$ cat config.mk
export PLATFORM = sky130hd
export DESIGN_NAME = fpu_cmd_sequencer
export DESIGN_NICKNAME = d
export VERILOG_FILES = /design/src/rtl/fpu_cmd_sequencer.sv
export SDC_FILE = /design/constraint.sdc
export NUM_CORES = 1
export LEC_CHECK = 0
export ABC_CLOCK_PERIOD_IN_PS = 3600
export CAP_MARGIN = 20
export CORE_MARGIN = 1
export CORE_UTILIZATION = 55
export DETAILED_ROUTE_END_ITERATION = 16
export DONT_BUFFER_PORTS = 1
export PLACE_DENSITY = 0.7
export SYNTH_ARGS = -nofsm -noshare
export SYNTH_HDL_FRONTEND = slang
export SYNTH_SLANG_ARGS = --single-unit
$ cat constraint.sdc
create_clock -name clk -period 3.6 [get_ports clk]
set_input_delay 0.36 -clock clk [delete_from_list [all_inputs] [get_ports clk]]
set_output_delay 0.36 -clock clk [all_outputs]
set_load 0.02 [all_outputs]
$ cat src/rtl/fpu_cmd_sequencer.sv
// Command sequencer in front of FPU_Core: queues host commands, issues each with a one-cycle
// execute pulse, supervises the ready handshake and returns one response per command.
module fpu_cmd_sequencer #(
    parameter int DEPTH          = 4,
    parameter int START_WINDOW   = 100,
    parameter int TIMEOUT_CYCLES = 10000
) (
    input  logic        clk,
    input  logic        reset,
    input  logic        cmd_valid,
    output logic        cmd_ready,
    input  logic [7:0]  cmd_inst,
    input  logic [2:0]  cmd_idx,
    input  logic [79:0] cmd_data,
    input  logic        cmd_mem,
    input  logic [1:0]  cmd_size,
    input  logic        cmd_int,
    input  logic        cmd_bcd,
    output logic [7:0]  fpu_instruction,
    output logic [2:0]  fpu_stack_index,
    output logic [79:0] fpu_data_in,
    output logic        fpu_has_memory_op,
    output logic [1:0]  fpu_operand_size,
    output logic        fpu_is_integer,
    output logic        fpu_is_bcd,
    output logic        fpu_execute,
    input  logic        fpu_ready,
    input  logic [79:0] fpu_data_out,
    input  logic [15:0] fpu_status,
    output logic        fpu_abort,
    output logic        rsp_valid,
    input  logic        rsp_ready,
    output logic [79:0] rsp_data,
    output logic [15:0] rsp_status,
    output logic [1:0]  rsp_code,
    output logic [15:0] rsp_cycles,
    output logic        busy
);
    localparam int AW = $clog2(DEPTH);

    typedef enum logic [2:0] {IDLE, ISSUE, WAIT_START, WAIT_DONE, RESP} state_t;

    typedef struct packed {
        logic [7:0]  inst;
        logic [2:0]  idx;
        logic [79:0] data;
        logic        mem;
        logic [1:0]  size;
        logic        is_int;
        logic        bcd;
    } cmd_t;

    cmd_t          fifo_mem_q [DEPTH];
    logic [AW-1:0] wr_ptr_q, wr_ptr_d, rd_ptr_q, rd_ptr_d;
    logic [AW:0]   count_q, count_d;
    state_t        state_q, state_d;
    logic [15:0]   cnt_q, cnt_d;
    cmd_t          op_q, op_d;
    logic          exec_q, exec_d, abort_q, abort_d;
    logic          rsp_valid_q, rsp_valid_d;
    logic [79:0]   rsp_data_q, rsp_data_d;
    logic [15:0]   rsp_status_q, rsp_status_d, rsp_cycles_q, rsp_cycles_d;
    logic [1:0]    rsp_code_q, rsp_code_d;
    logic          busy_q, busy_d, cmd_ready_q, cmd_ready_d;
    logic          push_s, pop_s;
    cmd_t          in_cmd_s;

    assign in_cmd_s = '{inst: cmd_inst, idx: cmd_idx, data: cmd_data, mem: cmd_mem,
                        size: cmd_size, is_int: cmd_int, bcd: cmd_bcd};
    assign push_s   = cmd_valid && cmd_ready_q;

    // Next-state, response capture and FIFO bookkeeping
    always_comb begin
        state_d      = state_q;
        cnt_d        = cnt_q;
        op_d         = op_q;
        exec_d       = 1'b0;
        abort_d      = 1'b0;
        rsp_valid_d  = rsp_valid_q;
        rsp_data_d   = rsp_data_q;
        rsp_status_d = rsp_status_q;
        rsp_code_d   = rsp_code_q;
        rsp_cycles_d = rsp_cycles_q;
        pop_s        = 1'b0;
        case (state_q)
            IDLE: begin
                if ((count_q != '0) && fpu_ready) begin
                    op_d    = fifo_mem_q[rd_ptr_q];
                    pop_s   = 1'b1;
                    exec_d  = 1'b1;
                    state_d = ISSUE;
                end else begin
                    state_d = IDLE;
                end
            end
            ISSUE: begin
                cnt_d   = 16'd0;
                state_d = WAIT_START;
            end
            WAIT_START: begin
                if (!fpu_ready) begin
                    cnt_d   = 16'd0;
                    state_d = WAIT_DONE;
                end else if (cnt_q == 16'(START_WINDOW - 1)) begin
                    rsp_data_d   = 80'd0;
                    rsp_status_d = fpu_status;
                    rsp_cycles_d = 16'd0;
                    rsp_code_d   = 2'd1;
                    rsp_valid_d  = 1'b1;
                    abort_d      = 1'b1;
                    state_d      = RESP;
                end else begin
                    cnt_d = cnt_q + 16'd1;
                end
            end
            WAIT_DONE: begin
                if (fpu_ready) begin
                    rsp_data_d   = fpu_data_out;
                    rsp_status_d = fpu_status;
                    rsp_cycles_d = cnt_q + 16'd1;
                    rsp_code_d   = 2'd0;
                    rsp_valid_d  = 1'b1;
                    state_d      = RESP;
                end else if (cnt_q == 16'(TIMEOUT_CYCLES - 1)) begin
                    // A hung core is aborted rather than stalling the host
                    rsp_data_d   = 80'd0;
                    rsp_status_d = fpu_status;
                    rsp_cycles_d = 16'(TIMEOUT_CYCLES);
                    rsp_code_d   = 2'd2;
                    rsp_valid_d  = 1'b1;
                    abort_d      = 1'b1;
                    state_d      = RESP;
                end else begin
                    cnt_d = cnt_q + 16'd1;
                end
            end
            RESP: begin
                if (rsp_ready) begin
                    rsp_valid_d = 1'b0;
                    state_d     = IDLE;
                end else begin
                    state_d = RESP;
                end
            end
            default: state_d = IDLE;
        endcase
        wr_ptr_d    = push_s ? wr_ptr_q + AW'(1) : wr_ptr_q;
        rd_ptr_d    = pop_s ? rd_ptr_q + AW'(1) : rd_ptr_q;
        count_d     = count_q + (AW+1)'(push_s) - (AW+1)'(pop_s);
        busy_d      = (state_d != IDLE) || (count_d != '0);
        cmd_ready_d = (count_d != (AW+1)'(DEPTH));
    end

    // Command storage; contents need no reset because the pointers gate every read
    always_ff @(posedge clk) begin
        if (push_s) begin
            fifo_mem_q[wr_ptr_q] <= in_cmd_s;
        end
    end

    // State and output registers
    always_ff @(posedge clk) begin
        if (reset) begin
            state_q      <= IDLE;
            cnt_q        <= 16'd0;
            wr_ptr_q     <= '0;
            rd_ptr_q     <= '0;
            count_q      <= '0;
            op_q         <= '0;
            exec_q       <= 1'b0;
            abort_q      <= 1'b0;
            rsp_valid_q  <= 1'b0;
            rsp_data_q   <= 80'd0;
            rsp_status_q <= 16'd0;
            rsp_code_q   <= 2'd0;
            rsp_cycles_q <= 16'd0;
            busy_q       <= 1'b0;
            cmd_ready_q  <= 1'b1;
        end else begin
            state_q      <= state_d;
            cnt_q        <= cnt_d;
            wr_ptr_q     <= wr_ptr_d;
            rd_ptr_q     <= rd_ptr_d;
            count_q      <= count_d;
            op_q         <= op_d;
            exec_q       <= exec_d;
            abort_q      <= abort_d;
            rsp_valid_q  <= rsp_valid_d;
            rsp_data_q   <= rsp_data_d;
            rsp_status_q <= rsp_status_d;
            rsp_code_q   <= rsp_code_d;
            rsp_cycles_q <= rsp_cycles_d;
            busy_q       <= busy_d;
            cmd_ready_q  <= cmd_ready_d;
        end
    end

    assign cmd_ready         = cmd_ready_q;
    assign fpu_instruction   = op_q.inst;
    assign fpu_stack_index   = op_q.idx;
    assign fpu_data_in       = op_q.data;
    assign fpu_has_memory_op = op_q.mem;
    assign fpu_operand_size  = op_q.size;
    assign fpu_is_integer    = op_q.is_int;
    assign fpu_is_bcd        = op_q.bcd;
    assign fpu_execute       = exec_q;
    assign fpu_abort         = abort_q;
    assign rsp_valid         = rsp_valid_q;
    assign rsp_data          = rsp_data_q;
    assign rsp_status        = rsp_status_q;
    assign rsp_code          = rsp_code_q;
    assign rsp_cycles        = rsp_cycles_q;
    assign busy              = busy_q;
endmodule

After elaboration in Yosys (flattened, before gate mapping)
Memory sizes are Yosys's and may differ from the RTL's. A register that Yosys moved wholly into a read port is not among the register bits.
Cells that the tools add are included.
{"block": "word_totals", "reg_bits": 145, "ramBits": 384, "input_bits": 197, "out_inout_bits": 215, "word_cells": 95, "mem_count": 1}
{"block": "classes", "n_addsub": 5, "eq_ne": 14, "muxes": 47, "reduce_logical": 14}
{"memory": "fifo_mem_q", "words": 4, "width": 96, "read_ports": 1, "rd_clocked_by_memory_dff": 1, "write_ports": 1, "line_no": "53", "source": "cmd_t fifo_mem_q [DEPTH];"}
{"op": "2-to-1 mux 80 bit", "count": 4}
{"op": "2-to-1 mux 16 bit", "count": 12}
{"op": "one-hot mux 80 bit (2 select lines)", "count": 1}
{"op": "one-hot mux 16 bit (2 select lines)", "count": 2}
{"op": "one-hot mux 16 bit (3 select lines)", "count": 1}
{"op": "adder 16 x 1 -> 16 bit, second input constant", "count": 1}
{"op": "== test 16 x 14 -> 1 bit, second input constant", "count": 1}
{"op": "== test 16 x 7 -> 1 bit, second input constant", "count": 1}
{"op": "2-to-1 mux 3 bit", "count": 5}
{"op": "one-hot mux 3 bit (5 select lines)", "count": 1}
{"op": "nonzero test 3 bit", "count": 5}
{"op": "2-to-1 mux 1 bit", "count": 14}
{"op": "inequality test 2 bit, second input constant", "count": 5}
{"op": "inequality test 3 bit, second input constant", "count": 3}
{"op": "2-to-1 mux 2 bit", "count": 4}
{"op": "AND reduction 4 bit", "count": 2}
{"op": "== test 3 x 2 -> 1 bit, second input constant", "count": 2}
{"op": "AND reduction 5 bit", "count": 1}
{"op": "adder 2 x 1 -> 2 bit, second input constant", "count": 2}
{"op": "one-hot mux 2 bit (2 select lines)", "count": 1}
{"op": "adder 3 x 1 -> 3 bit", "count": 1}
{"op": "== test 3 x 1 -> 1 bit, second input constant", "count": 1}
{"op": "== test 3 bit, second input constant", "count": 1}
{"op": "zero test 3 bit", "count": 1}
{"op": "other kinds (7)", "count": 8}

Depth between registers and ports, before layout
{"block": "depth", "word_depth": 7, "depth_mapped": 15, "mapped_depth_nobuf": 13}

Worst setup path after synthesis
Ideal clock, no wire load.
{"block": "synth_timing", "path_type": "register -> register", "start": "reg cmd_ready_q (netlist: cmd_ready)", "end": "mem fifo_mem_q[1][0] (netlist bit) (enable)", "setup_ns": 0.466, "arrival_ns": 2.839, "required_time_ns": 3.134, "setup_slack_ns": 0.295, "path_stages_with_launch": 2, "path_buffers": 0, "synth_period_minus_slack_ns": 3.305, "cell_sequence": "dfxtp_1 > and3_1"}
{"block": "synth_via", "elab_chain_cells": 3}
{"item": "from (decl)", "line_no": "64", "source": "logic busy_q, busy_d, cmd_ready_q, cmd_ready_d;"}
{"item": "from (signal assigned)", "line_no": "194", "source": "cmd_ready_q <= cmd_ready_d;"}
{"item": "logical AND 1 bit", "line_no": "70", "source": "assign push_s = cmd_valid && cmd_ready_q;"}
{"item": "2-to-1 mux 1 bit", "line_no": "156", "source": "if (push_s) begin"}
{"item": "2-to-1 mux 1 bit (not written as such)", "line_no": "157", "source": "fifo_mem_q[wr_ptr_q] <= in_cmd_s;"}
{"item": "to (decl)", "line_no": "53"}
No other way between the ends.

Final worst setup path
{"block": "layout_timing", "start": "reg state_q[0]", "end": "reg busy_q (netlist: busy)"}
{"block": "layout_via", "elab_chain_cells": 5, "elab_cells_between_ends": 15, "classes_between": "add/sub: 1; eq/ne: 4; mux: 6; reduce/logical: 4"}
{"item": "from (decl)", "line_no": "56", "source": "state_t state_q, state_d;"}
{"item": "from (signal assigned)", "line_no": "180", "source": "state_q <= state_d;"}
{"item": "zero test 3 bit (tied with other cells)", "line_no": "85", "source": "case (state_q)"}
{"item": "2-to-1 mux 1 bit (tied with other cells)", "line_no": "85"}
{"item": "subtractor 3 x 1 -> 3 bit / one-hot mux 3 bit (5 select lines) (equally long branches)", "line_no": "149, 85"}
{"item": "nonzero test 3 bit", "line_no": "150", "source": "busy_d = (state_d != IDLE) || (count_d != '0);"}
{"item": "logical OR 1 bit *", "line_no": "150"}
{"item": "to (signal assigned)", "line_no": "193", "source": "busy_q <= busy_d;"}
{"item": "to (decl)", "line_no": "64"}
Every way passes the cells marked *; elsewhere a longest branch is shown, timed or not.
A chain may end at the register's enable or synchronous reset.

==> results.py <==
metrics = {
    "drt": {
        "finalWirelength_um": 57000,
        "ant_nets": 0,
        "vias_per_cell": 5.99,
        "dr_total_vias": 13332,
        "drtIter0Drc": 1290,
        "post_drt_wl_per_cell_um": 25.6,
        "drc": 0,
        "dr.pass1.iters": 6,
    },
    "hold_path": {
        "holdPathEnd": "wr_ptr_q[0]$_SDFFE_PP0P_",
        "whs_path_depth": 3,
        "hp-class": "input port to register",
        "hp-start": "cmd_valid",
    },
    "global_route": {
        "antenna_found_initial": 12,
        "grt_pass1_wl_um": 83200,
        "grt_max_degree": 126,
        "grt_overflow_total": 0,
        "grt_usage_pct": 27.1,
        "grt_pass1_vias": 13408,
    },
    "flow_run": {
        "maxCapViolations": 0,
    },
    "placement": {
        "dp_slack_ns": 0.633,
        "globalplace.congestion": 0.885,
        "dp_hpwl_um": 34000,
        "placed_area_mm2": 0.0230,
        "portBuffers": 0,
    },
    "cts": {
        "numCtsBuffers": 59,
        "cts_tree": "done",
        "ctsResizeCount": 0,
        "clk-insertion-delay-late_ns": 0.62,
        "clockBufferDepth": 3,
        "cts_htree_levels": 2,
        "path_clk_slew_ns": 0.06,
        "root_buffer": "clkbuf_16",
        "cts.sinks": 625,
    },
    "floorplanning": {
        "ios": 412,
        "row_count": 73,
        "start_util_pct": 56.1,
        "die_x_um": 204,
        "core-area_mm2": 0.0400,
        "die_area_mm2": 0.0416,
        "die_h_um": 204,
    },
    "synth": {
        "synth_area_mm2": 0.0225,
        "synth_area_per_cell_um2": 15.6,
        "yosysUniqueCellTypes": 53,
        "yosys_warnings": 0,
        "syn_inst": 1444,
        "synth_top_area_share_pct": 51.3,
        "synthesis.nets": 1649,
        "ys.flop_type": "edfxtp_1",
        "synth-edff-count": 384,
        "synthTopCellsByArea": "edfxtp_1, dfxtp_1, mux4_2, a22o_1, nand2_1",
        "yosysSeqAreaShare_pct": 72.8,
        "async_reset_ff_share_pct": 0,
        "ys_seq_elements": 625,
        "synth_area_leader_cell": "edfxtp_1",
    },
    "worst_setup_path": {
        "worst-path-buf-inv": 4,
        "critPathCaptureType": "register",
        "path_max_fanout": 14,
        "crit_path_start": "state_q[0]$_SDFF_PP0_",
        "path_depth": 14,
        "rr_startpoint": "state_q[0]$_SDFF_PP0_",
        "cp.arrival_ns": 3.48,
        "critPathTopFamily": "adder cells",
        "crit_required_ns": 4.09,
        "ff2ff_setup_slack_ns": 0.61,
        "cp_cell_sequence": "buf_4, nor2_1, nand4b_1, clkinv_2, ha_1, inv_1, ha_1, inv_1, fa_1, xor2_1, xnor2_1, nand2_1, o31a_1, a311o_1",
        "timing.rr.end": "busy$_SDFF_PP0_",
        "slowest_delay_ns": 0.37,
        "r2r_cells": 14,
        "cp-start-kind": "register",
        "slowest_stage": "fa_1",
        "crit_type": "register to register",
    },
    "power": {
        "intPower_mw": 13.7,
        "pwr-share-clk_pct": 33.4,
        "p_leak_nw": 9.04,
        "seqPwrFrac_pct": 50.2,
        "pwr-share-comb_pct": 16.5,
        "power.switching_mw": 5.23,
        "ir_drop_mv": 0.522,
        "powerDensity_mw_per_mm2": 699,
        "switching_share_pct": 27.7,
    },
    "cells_and_area": {
        "area_delta_synth_final_pct": 20.3,
        "drive_above_1_share_pct": 14.0,
        "layout.nets": 1843,
        "fin_area_mm2": 0.0270,
    },
    "sta": {
        "maxSlewViolCount": 0,
        "finalCriticalPeriod_ns": 2.99,
        "min_period_over_period_pct": 83.1,
        "setup_violations": 0,
        "final.setup.worst_slack_ns": 0.610,
        "tns_ns": 0,
        "fmax_mhz": 334,
        "rsz0062_at_grt": "false",
        "slew_headroom_pct": 32.9,
        "skew_ns": 0.0115,
        "final-hold-violation-count": 0,
        "tightest_slew_ns": 1.00,
    },
    "outcome": {
        "status": "finished clean",
    },
}
==> sequential cells by signal (all words and copies together) (netlist names), 8 cells and up <==
signal           cells
rsp_data            80
fpu_instruction      8
rsp_cycles          16
fpu_data_in         80
rsp_status          16
fifo_mem_q         384
cnt_q               16
==> power groups by stage <==
stage / combinational [mW] / clock (mW) / sequential (mW)
2_1_floorplan: 2.22 / 0 / 9.42
3_3_place_gp: 2.84 / 0 / 9.58
3_5_place_dp: 2.89 / 0 / 9.63
4_1_cts: 3.17 / 6.38 / 9.49
5_1_grt: 3.39 / 6.65 / 9.57
6_report: 3.11 / 6.30 / 9.47
==> worst max-delay path by stage <==
stage                            endpoint  slack, ns
3_3_place_gp              busy$_SDFF_PP0_       0.70
3_5_place_dp              busy$_SDFF_PP0_       0.63
2_1_floorplan  fifo_mem_q[1][0]$_DFFE_PP_       0.30
4_1_cts                   busy$_SDFF_PP0_       0.61
5_1_grt        rsp_cycles[5]$_SDFFE_PP0P_       0.43
6_report                  busy$_SDFF_PP0_       0.61
==> through the flow <==
stage                     hold WS (ns)  instances  util [%]  power, mW
after floorplan                  0.459       1444         -       11.6
after global placement           0.459       1905      57.5       12.4
after detailed placement         0.459       1905      57.5       12.5
after CTS                       0.0149       2213      67.5       19.0
after global routing            0.0200       2221      67.5       19.6
final                           0.0500       2224      67.6       18.9
==> final cells by class <==
class	instances	area (um^2)
Sequential cell	625	16400
Fill cell	2629	13000
Multi-Input combinational cell	705	5620
Timing Repair Buffer	226	2290
Clock buffer	78	1650
Tap cell	525	657
Clock inverter	33	340
Inverter	21	80.1
Antenna cell	11	27.5
==> cell usage after synthesis (all sizes together) (2+ instances only) <==
library cell	count
edfxtp	384
dfxtp	241
nand2	209
a21oi	116
mux4	96
a22o	91
clkbuf	56
buf	37
nand3	34
o21ai	30
inv	21
nor2	20
nor3	11
and3	10
o221ai	9
xnor2	9
ha	7
nor2b	7
nand2b	5
o22ai	5
a31oi	4
nand4	4
or3	4
and4	3
o211ai	3
o2bb2ai	3
or2	3
and2	2
nor4bb	2
o21bai	2
xor2	2
==> cells in the final DEF (no fill, tap or decap), types with 8 or more instances in the layout <==
| master | instances |
|---|---|
| dfxtp_1 | 239 |
| inv_1 | 20 |
| nor3_1 | 10 |
| a22o_1 | 91 |
| nand3_1 | 34 |
| clkbuf_1 | 10 |
| nand2_1 | 209 |
| o221ai_1 | 9 |
| clkinv_2 | 15 |
| clkbuf_8 | 8 |
| a21oi_1 | 116 |
| xnor2_1 | 9 |
| diode_2 | 11 |
| o21ai_0 | 25 |
| edfxtp_1 | 384 |
| mux4_2 | 96 |
| buf_4 | 22 |
| dlygate4sd3_1 | 196 |
| clkbuf_16 | 60 |
| nor2_1 | 20 |
==> cell families (layout without fill, tap and decap cells) <==
group,after synthesis,in the layout,synth area share [%]
XOR/XNOR,11,11,0.429
adder cells (fa/ha/maj),8,8,0.479
buffers and inverters,114,358,2.30
other,0,11,0
multiplexers,97,97,9.67
flip-flops,625,625,72.8
AND/OR/NAND/NOR,318,318,6.19
AO/OA/AOI/OAI,271,271,8.11
==> worst register-to-register path, cell delays in order (launching register included) <==
cell	delay, ns
dfxtp_1	0.30
buf_4	0.16
nor2_1	0.32
nand4b_1	0.21
clkinv_2	0.09
ha_1	0.22
inv_1	0.05
ha_1	0.13
inv_1	0.04
fa_1	0.37
xor2_1	0.16
xnor2_1	0.19
nand2_1	0.09
o31a_1	0.24
a311o_1	0.31
==> layer usage <==
layer | part of all wire, % | GRT usage (%) | vias up
met5 | 0.035 | 0 | -
met4 | 5.2 | 14.0 | 4
met3 | 10 | 9.26 | 147
met2 | 50 | 45.1 | 655
met1 | 35 | 31.1 | 6625
li1 | - | - | 5901
==> timing repair <==
item,in CTS,in global routing
buffers inserted,0,0
endpoints found under the hold margin,597,0
hold buffers,197,0
Note: power is estimated with default switching activity, not from simulation.
